## src/rtl/mips_fetch_queue_if.sv

```systemverilog
// Fetch-queue bundle: instruction-memory request/response channel,
// ID-stage handoff and the redirect/halt controls from later stages.
// master = fetch queue side, slave = memory/pipeline environment side.
interface mips_fetch_queue_if #(
  parameter int unsigned ADDR_W = 10
) ();
  logic              imem_req;
  logic [ADDR_W-1:0] imem_addr;
  logic              imem_gnt;
  logic              imem_rvalid;
  logic [31:0]       imem_rdata;
  logic              id_valid;
  logic [31:0]       id_ir;
  logic [31:0]       id_npc;
  logic              id_ready;
  logic              br_taken;
  logic [31:0]       br_target;
  logic              halt;

  modport master (
    output imem_req, imem_addr, id_valid, id_ir, id_npc,
    input  imem_gnt, imem_rvalid, imem_rdata, id_ready, br_taken, br_target, halt
  );

  modport slave (
    input  imem_req, imem_addr, id_valid, id_ir, id_npc,
    output imem_gnt, imem_rvalid, imem_rdata, id_ready, br_taken, br_target, halt
  );
endinterface

```

## src/rtl/mips_fetch_queue.sv

```systemverilog
// MIPS instruction fetch queue: issues in-order word fetches under a credit
// limit, buffers returned instructions with their next-PC, and handles
// taken-branch redirects (dropping stale responses) and sticky halt.
module mips_fetch_queue #(
  parameter int unsigned DEPTH    = 4,
  parameter int unsigned ADDR_W   = 10,
  parameter logic [31:0] RESET_PC = 32'd0
) (
  input logic                clk1,
  input logic                rst_n,
  mips_fetch_queue_if.master bus
);

  localparam int unsigned PTR_W = $clog2(DEPTH);
  localparam int unsigned CNT_W = PTR_W + 1;
  localparam logic [CNT_W:0] DEPTH_C = DEPTH[CNT_W:0];

  logic [31:0]      fetch_pc_q, fetch_pc_d;
  logic [31:0]      resp_pc_q, resp_pc_d;
  logic [31:0]      ir_mem_q [DEPTH];
  logic [31:0]      ir_mem_d [DEPTH];
  logic [31:0]      npc_mem_q [DEPTH];
  logic [31:0]      npc_mem_d [DEPTH];
  logic [PTR_W-1:0] wr_ptr_q, wr_ptr_d;
  logic [PTR_W-1:0] rd_ptr_q, rd_ptr_d;
  logic [CNT_W-1:0] count_q, count_d;
  logic [CNT_W-1:0] out_q, out_d;
  logic [CNT_W-1:0] discard_q, discard_d;
  logic             halted_q, halted_d;

  logic credit_ok;
  logic req;
  logic issue;
  logic rsp;
  logic push;
  logic valid;
  logic pop;

  // Handshake decode and output drive; reset gates the request so nothing issues while held.
  always_comb begin
    credit_ok = ({1'b0, count_q} + {1'b0, out_q}) < DEPTH_C;
    req       = rst_n && !halted_q && !bus.br_taken && !bus.halt && credit_ok;
    issue     = req && bus.imem_gnt;
    rsp       = bus.imem_rvalid && (out_q != '0);
    push      = rsp && (discard_q == '0) && !halted_q && !bus.br_taken;
    valid     = (count_q != '0) && !halted_q;
    pop       = valid && bus.id_ready && !bus.br_taken;

    bus.imem_req  = req;
    bus.imem_addr = fetch_pc_q[ADDR_W-1:0];
    bus.id_valid  = valid;
    bus.id_ir     = ir_mem_q[rd_ptr_q];
    bus.id_npc    = npc_mem_q[rd_ptr_q];
  end

  // Next-state: PCs, credits, discard tracking, FIFO pointers/storage, halt.
  always_comb begin
    fetch_pc_d = fetch_pc_q;
    resp_pc_d  = resp_pc_q;
    ir_mem_d   = ir_mem_q;
    npc_mem_d  = npc_mem_q;
    wr_ptr_d   = wr_ptr_q;
    rd_ptr_d   = rd_ptr_q;
    count_d    = count_q;
    out_d      = out_q + CNT_W'(issue) - CNT_W'(rsp);
    discard_d  = discard_q;
    halted_d   = halted_q | bus.halt;

    if (issue) fetch_pc_d = fetch_pc_q + 32'd1;

    if (push) begin
      ir_mem_d[wr_ptr_q]  = bus.imem_rdata;
      npc_mem_d[wr_ptr_q] = resp_pc_q + 32'd1;
      resp_pc_d           = resp_pc_q + 32'd1;
      wr_ptr_d            = wr_ptr_q + PTR_W'(1);
    end
    if (pop) rd_ptr_d = rd_ptr_q + PTR_W'(1);
    count_d = count_q + CNT_W'(push) - CNT_W'(pop);

    if (rsp && discard_q != '0) discard_d = discard_q - CNT_W'(1);

    if (bus.br_taken) begin
      fetch_pc_d = bus.br_target;
      resp_pc_d  = bus.br_target;
      wr_ptr_d   = '0;
      rd_ptr_d   = '0;
      count_d    = '0;
      // outstanding already includes any fetches still marked for discard,
      // so every response in flight (minus the one landing now) is stale.
      discard_d  = out_q - CNT_W'(rsp);
    end
  end

  // State registers with asynchronous active-low reset.
  always_ff @(posedge clk1 or negedge rst_n) begin
    if (!rst_n) begin
      fetch_pc_q <= RESET_PC;
      resp_pc_q  <= RESET_PC;
      ir_mem_q   <= '{default: '0};
      npc_mem_q  <= '{default: '0};
      wr_ptr_q   <= '0;
      rd_ptr_q   <= '0;
      count_q    <= '0;
      out_q      <= '0;
      discard_q  <= '0;
      halted_q   <= 1'b0;
    end else begin
      fetch_pc_q <= fetch_pc_d;
      resp_pc_q  <= resp_pc_d;
      ir_mem_q   <= ir_mem_d;
      npc_mem_q  <= npc_mem_d;
      wr_ptr_q   <= wr_ptr_d;
      rd_ptr_q   <= rd_ptr_d;
      count_q    <= count_d;
      out_q      <= out_d;
      discard_q  <= discard_d;
      halted_q   <= halted_d;
    end
  end

endmodule
```

## src/flat_wrapper.sv

```systemverilog
// flat-port wrapper written by rule: the top's interface ports become plain ports
module mips_fetch_queue_flat 
#(
  parameter int unsigned DEPTH    = 4,
  parameter int unsigned ADDR_W   = 10,
  parameter logic [31:0] RESET_PC = 32'd0
)
  (clk1, rst_n, bus_imem_req, bus_imem_addr, bus_id_valid, bus_id_ir, bus_id_npc, bus_imem_gnt, bus_imem_rvalid, bus_imem_rdata, bus_id_ready, bus_br_taken, bus_br_target, bus_halt);
  mips_fetch_queue_if #(.ADDR_W(ADDR_W)) bus_i ();
  input logic clk1;
  input logic rst_n;
  output wire logic [$bits(bus_i.imem_req)-1:0] bus_imem_req;
  output wire logic [$bits(bus_i.imem_addr)-1:0] bus_imem_addr;
  output wire logic [$bits(bus_i.id_valid)-1:0] bus_id_valid;
  output wire logic [$bits(bus_i.id_ir)-1:0] bus_id_ir;
  output wire logic [$bits(bus_i.id_npc)-1:0] bus_id_npc;
  input wire logic [$bits(bus_i.imem_gnt)-1:0] bus_imem_gnt;
  input wire logic [$bits(bus_i.imem_rvalid)-1:0] bus_imem_rvalid;
  input wire logic [$bits(bus_i.imem_rdata)-1:0] bus_imem_rdata;
  input wire logic [$bits(bus_i.id_ready)-1:0] bus_id_ready;
  input wire logic [$bits(bus_i.br_taken)-1:0] bus_br_taken;
  input wire logic [$bits(bus_i.br_target)-1:0] bus_br_target;
  input wire logic [$bits(bus_i.halt)-1:0] bus_halt;
  assign bus_imem_req = bus_i.imem_req;
  assign bus_imem_addr = bus_i.imem_addr;
  assign bus_id_valid = bus_i.id_valid;
  assign bus_id_ir = bus_i.id_ir;
  assign bus_id_npc = bus_i.id_npc;
  assign bus_i.imem_gnt = bus_imem_gnt;
  assign bus_i.imem_rvalid = bus_imem_rvalid;
  assign bus_i.imem_rdata = bus_imem_rdata;
  assign bus_i.id_ready = bus_id_ready;
  assign bus_i.br_taken = bus_br_taken;
  assign bus_i.br_target = bus_br_target;
  assign bus_i.halt = bus_halt;
  mips_fetch_queue #(.DEPTH(DEPTH), .ADDR_W(ADDR_W), .RESET_PC(RESET_PC)) u_core (.clk1(clk1), .rst_n(rst_n), .bus(bus_i));
endmodule
```

## config.mk

```make
export PLATFORM = sky130hd
export DESIGN_NAME = mips_fetch_queue_flat
export DESIGN_NICKNAME = d
export VERILOG_FILES = /design/src/rtl/mips_fetch_queue_if.sv /design/src/rtl/mips_fetch_queue.sv /design/src/flat_wrapper.sv
export SDC_FILE = /design/constraint.sdc
export NUM_CORES = 1
export LEC_CHECK = 0
export BUFFER_PORTS_ARGS = -buffer_cell sky130_fd_sc_hd__buf_2
export CORE_MARGIN = 2
export CORE_UTILIZATION = 40
export CTS_BUF_LIST = sky130_fd_sc_hd__clkbuf_8
export CTS_CLUSTER_SIZE = 20
export DETAILED_ROUTE_END_ITERATION = 7
export GPL_ROUTABILITY_DRIVEN = 0
export PLACE_DENSITY_LB_ADDON = 0.3
export SYNTH_ARGS = -nofsm -noshare
export SYNTH_HDL_FRONTEND = slang
export SYNTH_SLANG_ARGS = --single-unit
```

## constraint.sdc

```tcl
create_clock -name clk1 -period 2.4 [get_ports clk1]
set_input_delay 0.72 -clock clk1 [delete_from_list [all_inputs] [get_ports clk1]]
set_output_delay 0.72 -clock clk1 [all_outputs]
set_load 0.05 [all_outputs]
```

==> metrics.yaml, run 1 <==
clock_network:
  ctsLongestPathBuffers: 3
  root_buffer: "clkbuf_8"
  postCtsHoldBufs: 0
  cts_tree: "built"
  cts_made_buffers: 54
  path_clk_slew_ps: 60
  htreeDepth: 2
  cts.sink_count: 312
  clk_latency_ps: 620
floorplanning:
  rows: 69
  dieArea_mm2: 0.03743
  chipWidth_um: 193.5
  initial_core_util_pct: 40.47
  core_area_mm2: 0.03548
  design.portCount: 147
  fp.dieH_um: 193.5
layout:
  nFillCells: 3109
  area_delta_synth_final_pct: 25.14
  layout-drive-gt1-share_pct: 37.67
  diodes: 0
  nets: 1480
route:
  vias: 9732
  drt-initial-drc-count: 404
  wl_per_cell_um: 18.13
  drcViolationCount: 0
  drt_wl_total_mm: 34.31
  ant_nets: 0
  wl_met3_mm: 1.479
  highest_layer: "met4"
  wl_met2_mm: 16.10
  firstDrtPassIters: 4
  vias_per_cell: 5.144
  wl_met1_mm: 15.93
global_route:
  antenna_found_initial: 0
  grt_pass1_vias: 10189
  grt_max_degree: 139
  grt-ovfl-total: 0
  grt_util_all_layers_pct: 18.65
  grt_pass1_wl_mm: 55.93
sta:
  hold_viol_final: 0
  fin_skew_ps: 32.62
  tightest_slew_ps: 767.4
  tns_ps: -26990
  post-route-worst-setup-slack_ps: -497.3
  relSlewSlack_pct: 48.84
  min_period_ps: 2897
  fmax_ghz: 0.3451
  drv_slew: 0
  fin_crit_sh_pct: 120.7
  setup_viol: 65
  rsz0062_at_grt: "true"
job:
  maxCapViolCount: 0
place:
  hpwl_mm: 22.64
  portBuffers: 146
  place_ws_ps: -2.509
synth:
  synth_edf_count: 0
  synthTopCellsByArea: "dfrtp_1 (54%), mux2_2 (10%), mux4_2 (10%)"
  yosysSeqAreaShare_pct: 54.36
  syn-num-nets: 1279
  ys.flop_type: "dfrtp_1"
  yosys.area.top_type: "dfrtp_1"
  avgSynthCellArea_um2: 12.07
  synth_area_mm2: 0.01436
  synthTopCellsByCount: "dfrtp_1 (312), nand2_1 (180), o21ai_0 (160)"
  yosysUniqueCellTypes: 44
  synth_most_common_cell: "dfrtp_1"
  syn_inst: 1190
  synth_async_sr_flop_share_pct: 100.0
  netlist.area_leader.share_pct: 54.36
  yosysWarnings: 0
  synth-seq-cells: 312
pwr:
  finalPower_mw: 11.88
  leakage_nw: 8.314
  vdd_drop_max_uv: 497.2
  powerDensity_mw_per_mm2: 660.8
critical_path:
  crit_path_max_incr_delay_ps: 490
  path_class: "register to output port"
  r2r_end: "u_core.resp_pc_q[24]"
  crit_chain: "buf_12 > buf_8 > clkbuf_16 > mux4_2 > buf_8"
  cp.required_ps: 1680
  startpoint_type: "register"
  arrival_ps: 2180
  cpMostUsedCell: "buf_8"
  rrSetupSlack_ps: 50
  r2r_cells: 7
  crit_path_max_fanout: 5
  cpMaxStageDelayCell: "dfrtp_4"
  r2r_start: "u_core.discard_q[0]"
  worst_setup_path_end_kind: "output port"
run_status:
  failed_checks: "setup timing"
  status: "finished, violations left"
worst_hold_path:
  min_path_type: "primary input to async pin"
-- routing by layer --
metal / GRT usage, % / vias to the layer above
li1: - / 4626
met1: 26.37 / 4820
met2: 29.21 / 228
met3: 3.626 / 58
met4: 5.711 / 0
met5: 0 / -
-- placed cells by master (no fill, tap or decap), drive strengths merged, types with 6 or more instances in the layout --
| cell | instances |
|---|---|
| buf | 223 |
| mux4 | 64 |
| o21ai | 161 |
| nor4 | 9 |
| nand2 | 180 |
| xor2 | 32 |
| dfrtp | 312 |
| mux2 | 133 |
| clkbuf | 76 |
| clkinv | 7 |
| nand4 | 19 |
| xnor2 | 38 |
| a31oi | 6 |
| nor2 | 30 |
| nor3 | 13 |
| a21oi | 6 |
| nand3 | 29 |
| and3 | 8 |
| ha | 16 |
| inv | 31 |
-- cell type report --
cell class	instances	area, um2	area share [%]
flip-flops and latches	312	7815	43.49
multi-input cells	779	6336	35.26
repair buffers	224	1992	11.08
clock buffers	75	1032	5.744
well taps	461	576.8	3.210
clock inverters	21	143.9	0.8007
inverters	20	75.07	0.4177
-- flip-flops by register name (all words and copies together), names as in the netlist --
register / cells
u_core.count_q: 3
u_core.halted_q: 1
u_core.rd_ptr_q: 2
u_core.out_q: 3
u_core.fetch_pc_q: 10
u_core.discard_q: 3
u_core.npc_mem_q: 128
u_core.wr_ptr_q: 2
u_core.ir_mem_q: 128
u_core.resp_pc_q: 32
-- how the worst max path moves through the flow --
stage	depth (start not counted)	slack, ps	from	end
final	5	-500	u_core.rd_ptr_q[0]	bus_id_ir[3]
after global routing	5	-560	u_core.rd_ptr_q[0]	bus_id_ir[3]
after CTS	5	-540	u_core.rd_ptr_q[0]	bus_id_ir[0]
after detailed placement	10	-3	bus_imem_rvalid	u_core.out_q[2]
after global placement	10	50	bus_imem_rvalid	u_core.out_q[2]
after floorplan	11	-50	bus_br_taken	u_core.count_q[2]
-- per-stage QoR --
step / cells / utilization, % / cell area, um2 / hold WS, ps
5_1_grt: 1892 / 50.65 / 17970 / 283.6
4_1_cts: 1884 / 50.17 / 17800 / 268.3
2_1_floorplan: 1190 / - / 14380 / 424.4
3_5_place_dp: 1776 / 45.36 / 16090 / 465.1
6_report: 1892 / 50.65 / 17970 / 287.9
3_3_place_gp: 1776 / 45.36 / 16090 / 455.9
-- worst max-delay path, delay by kind of cell, from the launching register on --
kind	cells	cell delay, ps
DFF	1	490
muxes	1	450
buffers and inverters	4	610
-- logic make-up after synthesis --
kind of cell	share of synthesized area, %
flops	54.36
simple gates	9.758
mux	20.53
compound gates	6.656
buf+inv	2.744
xor+xnor	4.269
fa+ha+maj	1.673
-- power breakdown --
| part | switching (mW) | internal (mW) | total [mW] |
|---|---|---|---|
| Combinational | 0.684 | 0.482 | 1.17 |
| Clock | 2.18 | 2.97 | 5.15 |
| Sequential | 0.155 | 5.40 | 5.56 |
-- what timing repair did --
action                     CTS  global route
setup buffers               11             9
setup endpoints to repair   66            74
pin swaps                    4            13
resized for setup          121            22
gates cloned                 2             1
(Power assumes the default switching activity.)
==> run 2, diff against run 1 <==
Settings changed: CTS_CLUSTER_SIZE 20 to 24, GPL_TIMING_DRIVEN from default to 0.
Clock period 2.4 ns to 2.43 ns, I/O delays scaled along.
==> run 2 against run 1 <==
Compared with the run above: the run still ends with setup timing left; clock skew fell by 4.7 ps; sequential cell count unchanged; clock-buffer cell count is 12 lower; cell count rose by 2.4%; highest routed layer unchanged; sequential power is 1% lower; register-to-register slack about the same; critical endpoint is now bus_id_npc[28]; critical path depth is 1 lower.
==> metrics.yaml, run 2 (same netlist as run 1, synthesis figures left out) <==
layout:
  final_common_cell: "dfrtp_1"  # unchanged
  diodes: 0  # unchanged
  area_delta_synth_final_pct: 26.66  # was 25.14%
  nFillCells: 3115  # was 3109
  reg_top3: "u_core.ir_mem_q x128, u_core.npc_mem_q x128, u_core.resp_pc_q x32"  # unchanged
  mostFrequentLayoutCells: "dfrtp_1 (307), nand2_1 (177), o21ai_0 (156)"  # was dfrtp_1 (308), nand2_1 (175), o21ai_0 (160)
  multi_input_area_mm2: 0.006400  # was 0.006336 mm2
  seq_area_mm2: 0.007814  # was 0.007815 mm2
  design_area_mm2: 0.01819  # was 0.01797 mm2
  layout-drive-gt1-share_pct: 38.21  # was 37.67%
  nets: 1525  # was 1480
floorplanning:
  initial_core_util_pct: 40.47  # unchanged
  dieArea_mm2: 0.03743  # unchanged
  rows: 69  # unchanged
  design.portCount: 147  # unchanged
  core_area_mm2: 0.03548  # unchanged
  fp.dieH_um: 193.5  # unchanged
  chipWidth_um: 193.5  # unchanged
place:
  place_area_mm2: 0.01575  # was 0.01609 mm2
  place_ws_ps: -1786  # was -2.509 ps
  portBuffers: 145  # was 146
  hpwl_mm: 24.50  # was 22.64 mm
worst_hold_path:
  min_path_type: "primary input to async pin"  # unchanged
critical_path:
  r2r_cells: 9  # was 7
  crit_chain: "buf_4 > buf_12 > mux4_2 > buf_2"  # was buf_12 > buf_8 > clkbuf_16 > mux4_2 > buf_8
  cpMaxStageDelayCell: "mux4_2"  # was dfrtp_4
  r2r_start: "u_core.out_q[1]"  # was u_core.discard_q[0]
  crit_path_max_incr_delay_ps: 540  # was 490 ps
  rrSetupSlack_ps: 40  # was 50 ps
  arrival_ps: 2060  # was 2180 ps
  crit_path_max_fanout: 5  # unchanged
  setup.worst_path.end: "bus_id_npc[28]"  # was bus_id_ir[3]
  r2r_end: "u_core.ir_mem_q[29]"  # was u_core.resp_pc_q[24]
  path_class: "register to output port"  # unchanged
  worst_setup_path_end_kind: "output port"  # unchanged
  cp.required_ps: 1700  # was 1680 ps
  startpoint_type: "register"  # unchanged
  startpoint: "u_core.rd_ptr_q[0]"  # unchanged
clock_network:
  ctsLongestPathBuffers: 3  # unchanged
  cts_tree: "built"  # unchanged
  clk_latency_ps: 620  # about the same
  path_clk_slew_ps: 60  # about the same
  cts.sink_count: 312  # unchanged
  root_buffer: "clkbuf_8"  # unchanged
  cts_made_buffers: 54  # unchanged
  htreeDepth: 2  # unchanged
global_route:
  antenna_found_initial: 0  # unchanged
  grt_max_degree: 58  # was 139
  grt-ovfl-total: 0  # unchanged
  grt_pass1_vias: 10722  # was 10189
  grt_pass1_wl_mm: 59.91  # was 55.93 mm
  grt_util_all_layers_pct: 20.04  # was 18.65%
run_status:
  failed_checks: "setup timing"  # unchanged
  status: "finished, violations left"  # unchanged
sta:
  fin_skew_ps: 27.95  # was 32.62 ps
  whs_ps: 120.7  # was 287.9 ps
  drv_slew: 0  # unchanged
  fin_crit_sh_pct: 114.6
  tightest_slew_ps: 602.1  # was 767.4 ps
  min_period_ps: 2784
  setup_viol: 65  # unchanged
  hold_viol_final: 0  # unchanged
  rsz0062_at_grt: "true"  # unchanged
  tns_ps: -20260  # was -26990 ps
  post-route-worst-setup-slack_ps: -354.1  # was -497.3 ps
  relSlewSlack_pct: 59.86  # was 48.84%
  fmax_ghz: 0.3592
route:
  drcViolationCount: 0  # unchanged
  drt_wl_total_mm: 37.67  # was 34.31 mm
  firstDrtPassIters: 5  # was 4
  drt-initial-drc-count: 593  # was 404
  wl_per_cell_um: 19.45  # was 18.13 um
  ant_nets: 0  # unchanged
  vias: 10298  # was 9732
  vias_per_cell: 5.316  # was 5.144
job:
  maxCapViolCount: 0  # unchanged
pwr:
  vdd_drop_max_uv: 620.6  # was 497.2 uV
  leakage_nw: 8.439  # was 8.314 nW
  powerDensity_mw_per_mm2: 622.7  # was 660.8 mW/mm2
==> run 2: changes by cell type in the layout (fill, tap and decap cells not counted), moves of 5 or more <==
cell       previous run  this run
clkbuf_1              0        23
clkbuf_2              0         8
buf_6                36        67
buf_4                77        47
bufbuf_16             0         5
buf_8                 8         3
inv_1                30        36
clkbuf_8             75        64
clkbuf_4              0         5
buf_2                79        95
buf_12               22         8
==> run 2: worst min-delay path by stage <==
stage                          from                   end  cells after the start
2_1_floorplan                 rst_n     u_core.count_q[0]                      0
3_3_place_gp   u_core.npc_mem_q[85]  u_core.npc_mem_q[85]                      2
3_5_place_dp   u_core.npc_mem_q[21]  u_core.npc_mem_q[21]                      2
4_1_cts                       rst_n  u_core.ir_mem_q[111]                      1
5_1_grt                       rst_n  u_core.npc_mem_q[38]                      2
6_report                      rst_n   u_core.ir_mem_q[46]                      2
==> run 2: metal layers <==
metal  routed length, um  GRT usage [%]
met1               16700          27.84
met2               18380          32.66
met3                1943          3.591
met4                 649          5.089
met5                   0              0
==> run 2: layout make-up <==
class | count | share of cell area, %
flip-flops and latches | 312 | 42.96
plain buffers | 77 | 3.116
multi-input cells | 779 | 35.18
clock buffers | 63 | 4.767
repair buffers | 192 | 9.534
clock inverters | 33 | 0.8598
well taps | 461 | 3.171
inverters | 20 | 0.4127
==> run 2: critical path: cells and delay by family, from the launching register on <==
family	cells	cell delay (ps)
buffers and inverters	3	510
DFF	1	420
muxes	1	540
==> run 2: per-stage QoR <==
stage	total power [mW]	instances	utilization [%]
floorplan	6.123	1190	-
global placement	6.484	1796	44.20
detailed placement	6.521	1798	44.38
CTS	11.24	1918	50.13
global route	11.84	1937	51.26
finish	11.33	1937	51.26
==> run 2: power breakdown <==
group | switching, mW | total [mW] | leakage (nW) | internal [mW]
sequential | 0.145 | 5.48 | 4.25 | 5.34
clock | 2.19 | 4.56 | 0.615 | 2.37
combinational | 0.736 | 1.29 | 3.57 | 0.550
==> run 2: what timing repair did <==
action | 4_1_cts | 5_1_grt
endpoints found under the hold margin | 54 | 0
endpoints found under the setup margin | 347 | 300
hold buffers | 2 | 0
cloned | 6 | 1
gates resized for setup | 222 | 81
pin swaps | 5 | 8
setup buffers | 17 | 19
